`src/rtl/fifo_pkg.sv`:
```
// Shared elaboration helpers for the synchronous FIFO family: address/pointer
// width derivation and parameter legality checks.
package fifo_pkg;

    function automatic int clog2(input int value);
        int result;
        int v;
        result = 0;
        v      = value - 1;
        while (v > 0) begin
            result++;
            v = v >> 1;
        end
        return result;
    endfunction

    // One extra MSB distinguishes a full FIFO from an empty one.
    function automatic int ptr_width(input int aw);
        return aw + 1;
    endfunction

    function automatic bit is_pow2(input int value);
        return (value >= 2) && ((value & (value - 1)) == 0);
    endfunction

    function automatic bit levels_ok(input int ae_level, input int af_level, input int depth);
        return (ae_level >= 0) && (ae_level < af_level) && (af_level <= depth);
    endfunction

endpackage

```
`src/rtl/fifo_memory.sv`:
```
// FIFO storage array: one write port, one read port that is either a
// combinational look-through or a registered read with one cycle of latency.
module fifo_memory #(
    parameter int WIDTH    = 8,
    parameter int DEPTH    = 16,
    parameter int AW       = 4,
    parameter int REG_READ = 0
) (
    input  logic             clk,
    input  logic             rst_n,
    input  logic             we_i,
    input  logic [AW-1:0]    waddr_i,
    input  logic [WIDTH-1:0] wdata_i,
    input  logic             re_i,
    input  logic [AW-1:0]    raddr_i,
    output logic [WIDTH-1:0] rdata_o
);

    logic [WIDTH-1:0] mem_q [DEPTH];

    // NOTE: the array has no reset; emptiness is tracked by the pointers, and a
    // resettable array would cost a reset fan-out to every storage bit.
    // NOTE: sequential state uses <= so every register samples pre-edge values.
    always_ff @(posedge clk) begin
        if (we_i) begin
            mem_q[waddr_i] <= wdata_i;
        end
    end

    generate
        if (REG_READ != 0) begin : g_reg_read
            logic [WIDTH-1:0] rdata_q;

            always_ff @(posedge clk or negedge rst_n) begin
                if (!rst_n) begin
                    rdata_q <= '0;
                end else if (re_i) begin
                    rdata_q <= mem_q[raddr_i];
                end
            end

            assign rdata_o = rdata_q;
        end else begin : g_comb_read
            logic unused_rst_n;
            assign unused_rst_n = rst_n;
            // Drive zero while nothing is stored so stale words never leak out.
            assign rdata_o = re_i ? mem_q[raddr_i] : '0;
        end
    endgenerate

endmodule

```
`src/rtl/fifo_sync_ctrl.sv`:
```
// Single-clock FIFO: pointer control, fill level, almost flags, sticky
// overflow/underflow errors and a selectable FWFT or registered read port.
module fifo_sync_ctrl
    import fifo_pkg::*;
#(
    parameter int WIDTH    = 8,
    parameter int DEPTH    = 16,
    parameter int AW       = clog2(DEPTH),
    parameter int FWFT     = 1,
    parameter int AF_LEVEL = DEPTH - 2,
    parameter int AE_LEVEL = 2
) (
    input  logic             CLK,
    input  logic             RSTN,
    input  logic             W_EN,
    input  logic [WIDTH-1:0] W_DI,
    input  logic             R_EN,
    output logic [WIDTH-1:0] R_DO,
    output logic             R_VALID,
    output logic             FULL,
    output logic             EMPTY,
    output logic             ALMOST_FULL,
    output logic             ALMOST_EMPTY,
    output logic [AW:0]      COUNT,
    output logic             OVF,
    output logic             UDF,
    input  logic             ERR_CLR
);

    localparam int PW = ptr_width(AW);
    localparam logic [PW-1:0] AF_THR = PW'(AF_LEVEL);
    localparam logic [PW-1:0] AE_THR = PW'(AE_LEVEL);

    generate
        if (!is_pow2(DEPTH)) begin : g_bad_depth
            $error("fifo_sync_ctrl: DEPTH must be a power of two and at least 2");
        end
        if (AW != clog2(DEPTH)) begin : g_bad_aw
            $error("fifo_sync_ctrl: AW must equal log2(DEPTH)");
        end
        if (!levels_ok(AE_LEVEL, AF_LEVEL, DEPTH)) begin : g_bad_levels
            $error("fifo_sync_ctrl: need 0 <= AE_LEVEL < AF_LEVEL <= DEPTH");
        end
    endgenerate

    logic [PW-1:0] w_ptr_q, w_ptr_d;
    logic [PW-1:0] r_ptr_q, r_ptr_d;
    logic          ovf_q, ovf_d;
    logic          udf_q, udf_d;
    logic          full, empty;
    logic          wr_ok, rd_ok;
    logic [PW-1:0] count;
    logic          mem_re;

    // Flags come only from registered pointers, never from W_EN/R_EN.
    assign full  = (w_ptr_q[AW] != r_ptr_q[AW]) && (w_ptr_q[AW-1:0] == r_ptr_q[AW-1:0]);
    assign empty = (w_ptr_q == r_ptr_q);
    assign count = w_ptr_q - r_ptr_q;
    assign wr_ok = W_EN & ~full;
    assign rd_ok = R_EN & ~empty;

    // NOTE: every always_comb output gets a default first so no latch is inferred.
    always_comb begin
        w_ptr_d = w_ptr_q;
        r_ptr_d = r_ptr_q;
        ovf_d   = ovf_q;
        udf_d   = udf_q;
        if (wr_ok) begin
            w_ptr_d = w_ptr_q + PW'(1);
        end
        if (rd_ok) begin
            r_ptr_d = r_ptr_q + PW'(1);
        end
        if (ERR_CLR) begin
            ovf_d = 1'b0;
            udf_d = 1'b0;
        end
        // A new error in the same cycle as ERR_CLR must survive the clear.
        if (W_EN && full) begin
            ovf_d = 1'b1;
        end
        if (R_EN && empty) begin
            udf_d = 1'b1;
        end
    end

    always_ff @(posedge CLK or negedge RSTN) begin
        if (!RSTN) begin
            w_ptr_q <= '0;
            r_ptr_q <= '0;
            ovf_q   <= 1'b0;
            udf_q   <= 1'b0;
        end else begin
            w_ptr_q <= w_ptr_d;
            r_ptr_q <= r_ptr_d;
            ovf_q   <= ovf_d;
            udf_q   <= udf_d;
        end
    end

    generate
        if (FWFT != 0) begin : g_fwft
            assign mem_re  = ~empty;
            assign R_VALID = ~empty;
        end else begin : g_registered
            logic rvalid_q;

            always_ff @(posedge CLK or negedge RSTN) begin
                if (!RSTN) begin
                    rvalid_q <= 1'b0;
                end else begin
                    rvalid_q <= rd_ok;
                end
            end

            assign mem_re  = rd_ok;
            assign R_VALID = rvalid_q;
        end
    endgenerate

    fifo_memory #(
        .WIDTH    (WIDTH),
        .DEPTH    (DEPTH),
        .AW       (AW),
        .REG_READ ((FWFT != 0) ? 0 : 1)
    ) u_mem (
        .clk     (CLK),
        .rst_n   (RSTN),
        .we_i    (wr_ok),
        .waddr_i (w_ptr_q[AW-1:0]),
        .wdata_i (W_DI),
        .re_i    (mem_re),
        .raddr_i (r_ptr_q[AW-1:0]),
        .rdata_o (R_DO)
    );

    assign FULL         = full;
    assign EMPTY        = empty;
    assign COUNT        = count;
    assign ALMOST_FULL  = (count >= AF_THR);
    assign ALMOST_EMPTY = (count <= AE_THR);
    assign OVF          = ovf_q;
    assign UDF          = udf_q;

endmodule

```
`config.mk`:
```
export PLATFORM = sky130hd
export DESIGN_NAME = fifo_sync_ctrl
export DESIGN_NICKNAME = d
export VERILOG_FILES = /design/src/rtl/fifo_pkg.sv /design/src/rtl/fifo_memory.sv /design/src/rtl/fifo_sync_ctrl.sv
export SDC_FILE = /design/constraint.sdc
export NUM_CORES = 1
export LEC_CHECK = 0
export CAP_MARGIN = 25
export CORE_ASPECT_RATIO = 0.9
export CORE_MARGIN = 3
export CORE_UTILIZATION = 55
export CTS_BUF_LIST = sky130_fd_sc_hd__clkbuf_8
export DETAILED_ROUTE_END_ITERATION = 8
export GPL_ROUTABILITY_DRIVEN = 0
export PLACE_DENSITY = 0.74
export SLEW_MARGIN = 20
export SYNTH_ARGS = -nofsm -noshare
export SYNTH_HDL_FRONTEND = slang
export SYNTH_SLANG_ARGS = --single-unit
```
`constraint.sdc`:
```
create_clock -name CLK -period 5.9 [get_ports CLK]
set_input_delay 0.885 -clock CLK [delete_from_list [all_inputs] [get_ports CLK]]
set_output_delay 0.885 -clock CLK [all_outputs]
set_load 0.05 [all_outputs]
```
==> run_results.csv <==
group,metric,value,unit
setup_path,critPathBufInv,2,
yosys,synth_seq_area_share,0.715,
routing,drt_first_pass_iters,4,
setup_path,path_class,"register to output port",
hold_path,hp-class,"register to register",
sta,tns,0,ns
setup_path,critPathMaxFanout,19,
routing,postRouteAntennaNets,0,
global_routing,grt_pass1_wl,16.6,mm
clock_network,worstSkewPairLatency,0.43,ns
routing,num_vias,2805,
clock_network,cts_buffer_depth,2,
floorplanning,core.rowCount,34,
place,io_buffers,32,
clock_network,cts_htree_levels,4,
global_routing,antenna_found_initial,0,
sta,finalCritPeriodShare,0.811,
yosys,syn_area,5790,sq um
floorplanning,ios,33,
clock_network,cts_tree,"built",
run_status,status,"completed",
sta,setup_viol,0,
global_routing,grt_max_degree,25,
setup_path,crit_cells,7,
setup_path,slowest_stage,"dfrtp_1",
setup_path,path_delay_family,"buffers and inverters",
setup_path,start_kind,"register",
setup_path,r2r_slack,2.58,ns
setup_path,crit_start,"r_ptr_q[1]",
setup_path,endpoint,"R_DO[6]",
global_routing,grt_usage,0.197,
sta,finalCriticalPeriod,4.79,ns
global_routing,first_global_vias,2859,
sta,final.setup_skew,0.00898,ns
setup_path,cp.required,5.02,ns
yosys,ys_types,36,
setup_path,rr_endpoint,"u_mem.mem_q[7][6]",
floorplanning,die_area,11800,sq um
yosys,synth_top_area_cell,"edfxtp_1",
yosys,synth.avg_cell_area,19.4,sq um
layout,area_growth,14.1,%
yosys,synthFlopType,"edfxtp_1",
sta,worst_pin_slew,0.868,ns
floorplanning,dieWidth,114,microns
sta,final_hold_viol_count,0,
sta,rsz0062_at_grt,"no",
hold_path,hp-start,"r_ptr_q[4]",
yosys,ys_seq_elements,140,
setup_path,crit_chain,"inv_2 -> ha_1 -> and4_1 -> nand2_1 -> o31ai_1 -> a211oi_1 -> clkdlybuf4s50_1",
routing,initialDrtViolationCount,248,
clock_network,post_cts_buffers,0,
layout,drive_above_1_share,0.198,
yosys,syn_inst,299,
sta,slew_violations,0,
layout,nNetsFinal,363,
sta,relSlewSlack,0.419,
layout,fin_util,0.664,
setup_path,worst_r2r_startpoint,"r_ptr_q[1]",
place,hpwl,6.90,mm
floorplanning,core_area,9950,sq um
setup_path,cp.arrival,3.90,ns
layout,insertedDiodeCount,0,
yosys,async_reset_ff_frac,0.0857,
clock_network,cts_root_buf,"clkbuf_8",
setup_path,ff2ff_path_depth,6,
clock_network,clkTransAtPathRegs,0.08,ns
routing,drt-total-wl,10.8,mm
routing,drcViolationCount,0,
yosys,synth_edf_count,128,
yosys,netlist_top_cells_count,"edfxtp_1, mux4_2, nor2_1, dfrtp_1",
clock_network,cts_sinks,140,
job,drv_cap,0,
yosys,synth_nets,322,
setup_path,max_stage_delay,0.91,ns
yosys,yosys.area.top_type_share,0.664,
setup_path,crit_path_end_kind,"output port",
clock_network,cts_resized,0,
floorplanning,initial_utilization,0.582,
global_routing,grt_overflow,0,
sta,max_clock_freq,209,MHz
routing,routedWlPerCell,22.5,microns
clock_network,hold_buffers,0,
routing,viasPerCell,5.86,
clock_network,cts_buffers,17,
yosys,yosys_warnings,0,
floorplanning,die_height,103,microns
yosys,synth.most_common_cell,"edfxtp_1",
yosys,synthTopCellsByArea,"edfxtp_1, mux4_2, dfrtp_1, mux4_1, ha_1",
## cell families (layout without fill, tap and decap cells)
logic type,after synthesis,in the layout,share of synthesized area
and+or+nand+nor,40,40,0.0318
DFF,140,140,0.715
xor gates and xnor gates,12,12,0.0181
adders and majority gates,10,10,0.0229
buffers and inverters,24,78,0.0251
AOI/OAI and AO/OA,26,26,0.0274
muxes,47,47,0.159
## cell usage in the layout (no fill, tap or decap), types with 4 or more instances in the layout
cell and count:
mux2i_1 7, inv_1 10, nand2_1 11, mux2_2 8, edfxtp_1 128, o21ai_0 6
a21oi_1 9, clkdlybuf4s50_1 32, ha_1 9, mux4_2 21, xnor2_1 10, dfrtp_1 11
nor2_1 13, buf_4 4, mux4_1 11, clkbuf_8 17
## routing by layer
metal	track usage	up-vias	wire length (microns)
met1	0.284	1420	4760
met4	0.0575	0	81
li1	-	1284	-
met3	0.0506	8	699
met5	0	-	0
met2	0.305	93	5220
## cell type report
type / instances / area, sq um
tap: 126 / 158
multi-input combinational: 135 / 1510
timing repair buffer: 36 / 350
inverter: 10 / 37.5
clock inverter: 15 / 174
sequential: 140 / 4150
clock buffer: 17 / 234
fill: 691 / 3340
## worst register-to-register path: cells and delay by family, from the launching register on
family,cells,cell delay [ns]
fa+ha+maj,1,0.41
simple gates,3,1.01
compound gates,1,0.31
flops,1,0.91
buf+inv,1,0.31
## metrics by stage
| step | worst slack (ns) | hold slack (ns) | instance area (sq um) | instances |
|---|---|---|---|---|
| 6_report | 1.11 | 0.499 | 6610 | 479 |
| 5_1_grt | 0.910 | 0.516 | 6610 | 479 |
| 4_1_cts | 1.11 | 0.498 | 6610 | 479 |
| 3_5_place_dp | 1.57 | 0.487 | 6200 | 447 |
| 3_3_place_gp | 1.66 | 0.481 | 6200 | 447 |
| 2_1_floorplan | 0.704 | 0.465 | 5790 | 299 |
## registers in the layout, summed over array words and instances, names as in the netlist
| register | flops |
|---|---|
| w_ptr_q | 5 |
| r_ptr_q | 5 |
| u_mem.mem_q | 128 |
| UDF | 1 |
| OVF | 1 |
## how the worst min path moves through the flow
stage	endpoint	depth (start not counted)	slack (ns)
2_1_floorplan	r_ptr_q[4]	1	0.47
4_1_cts	r_ptr_q[4]	1	0.50
3_5_place_dp	r_ptr_q[4]	1	0.49
6_report	r_ptr_q[4]	1	0.50
3_3_place_gp	w_ptr_q[4]	1	0.48
5_1_grt	r_ptr_q[4]	1	0.52
Power is not shown: default switching activity piles up to over one toggle a cycle in this logic, so the estimate is an artifact.
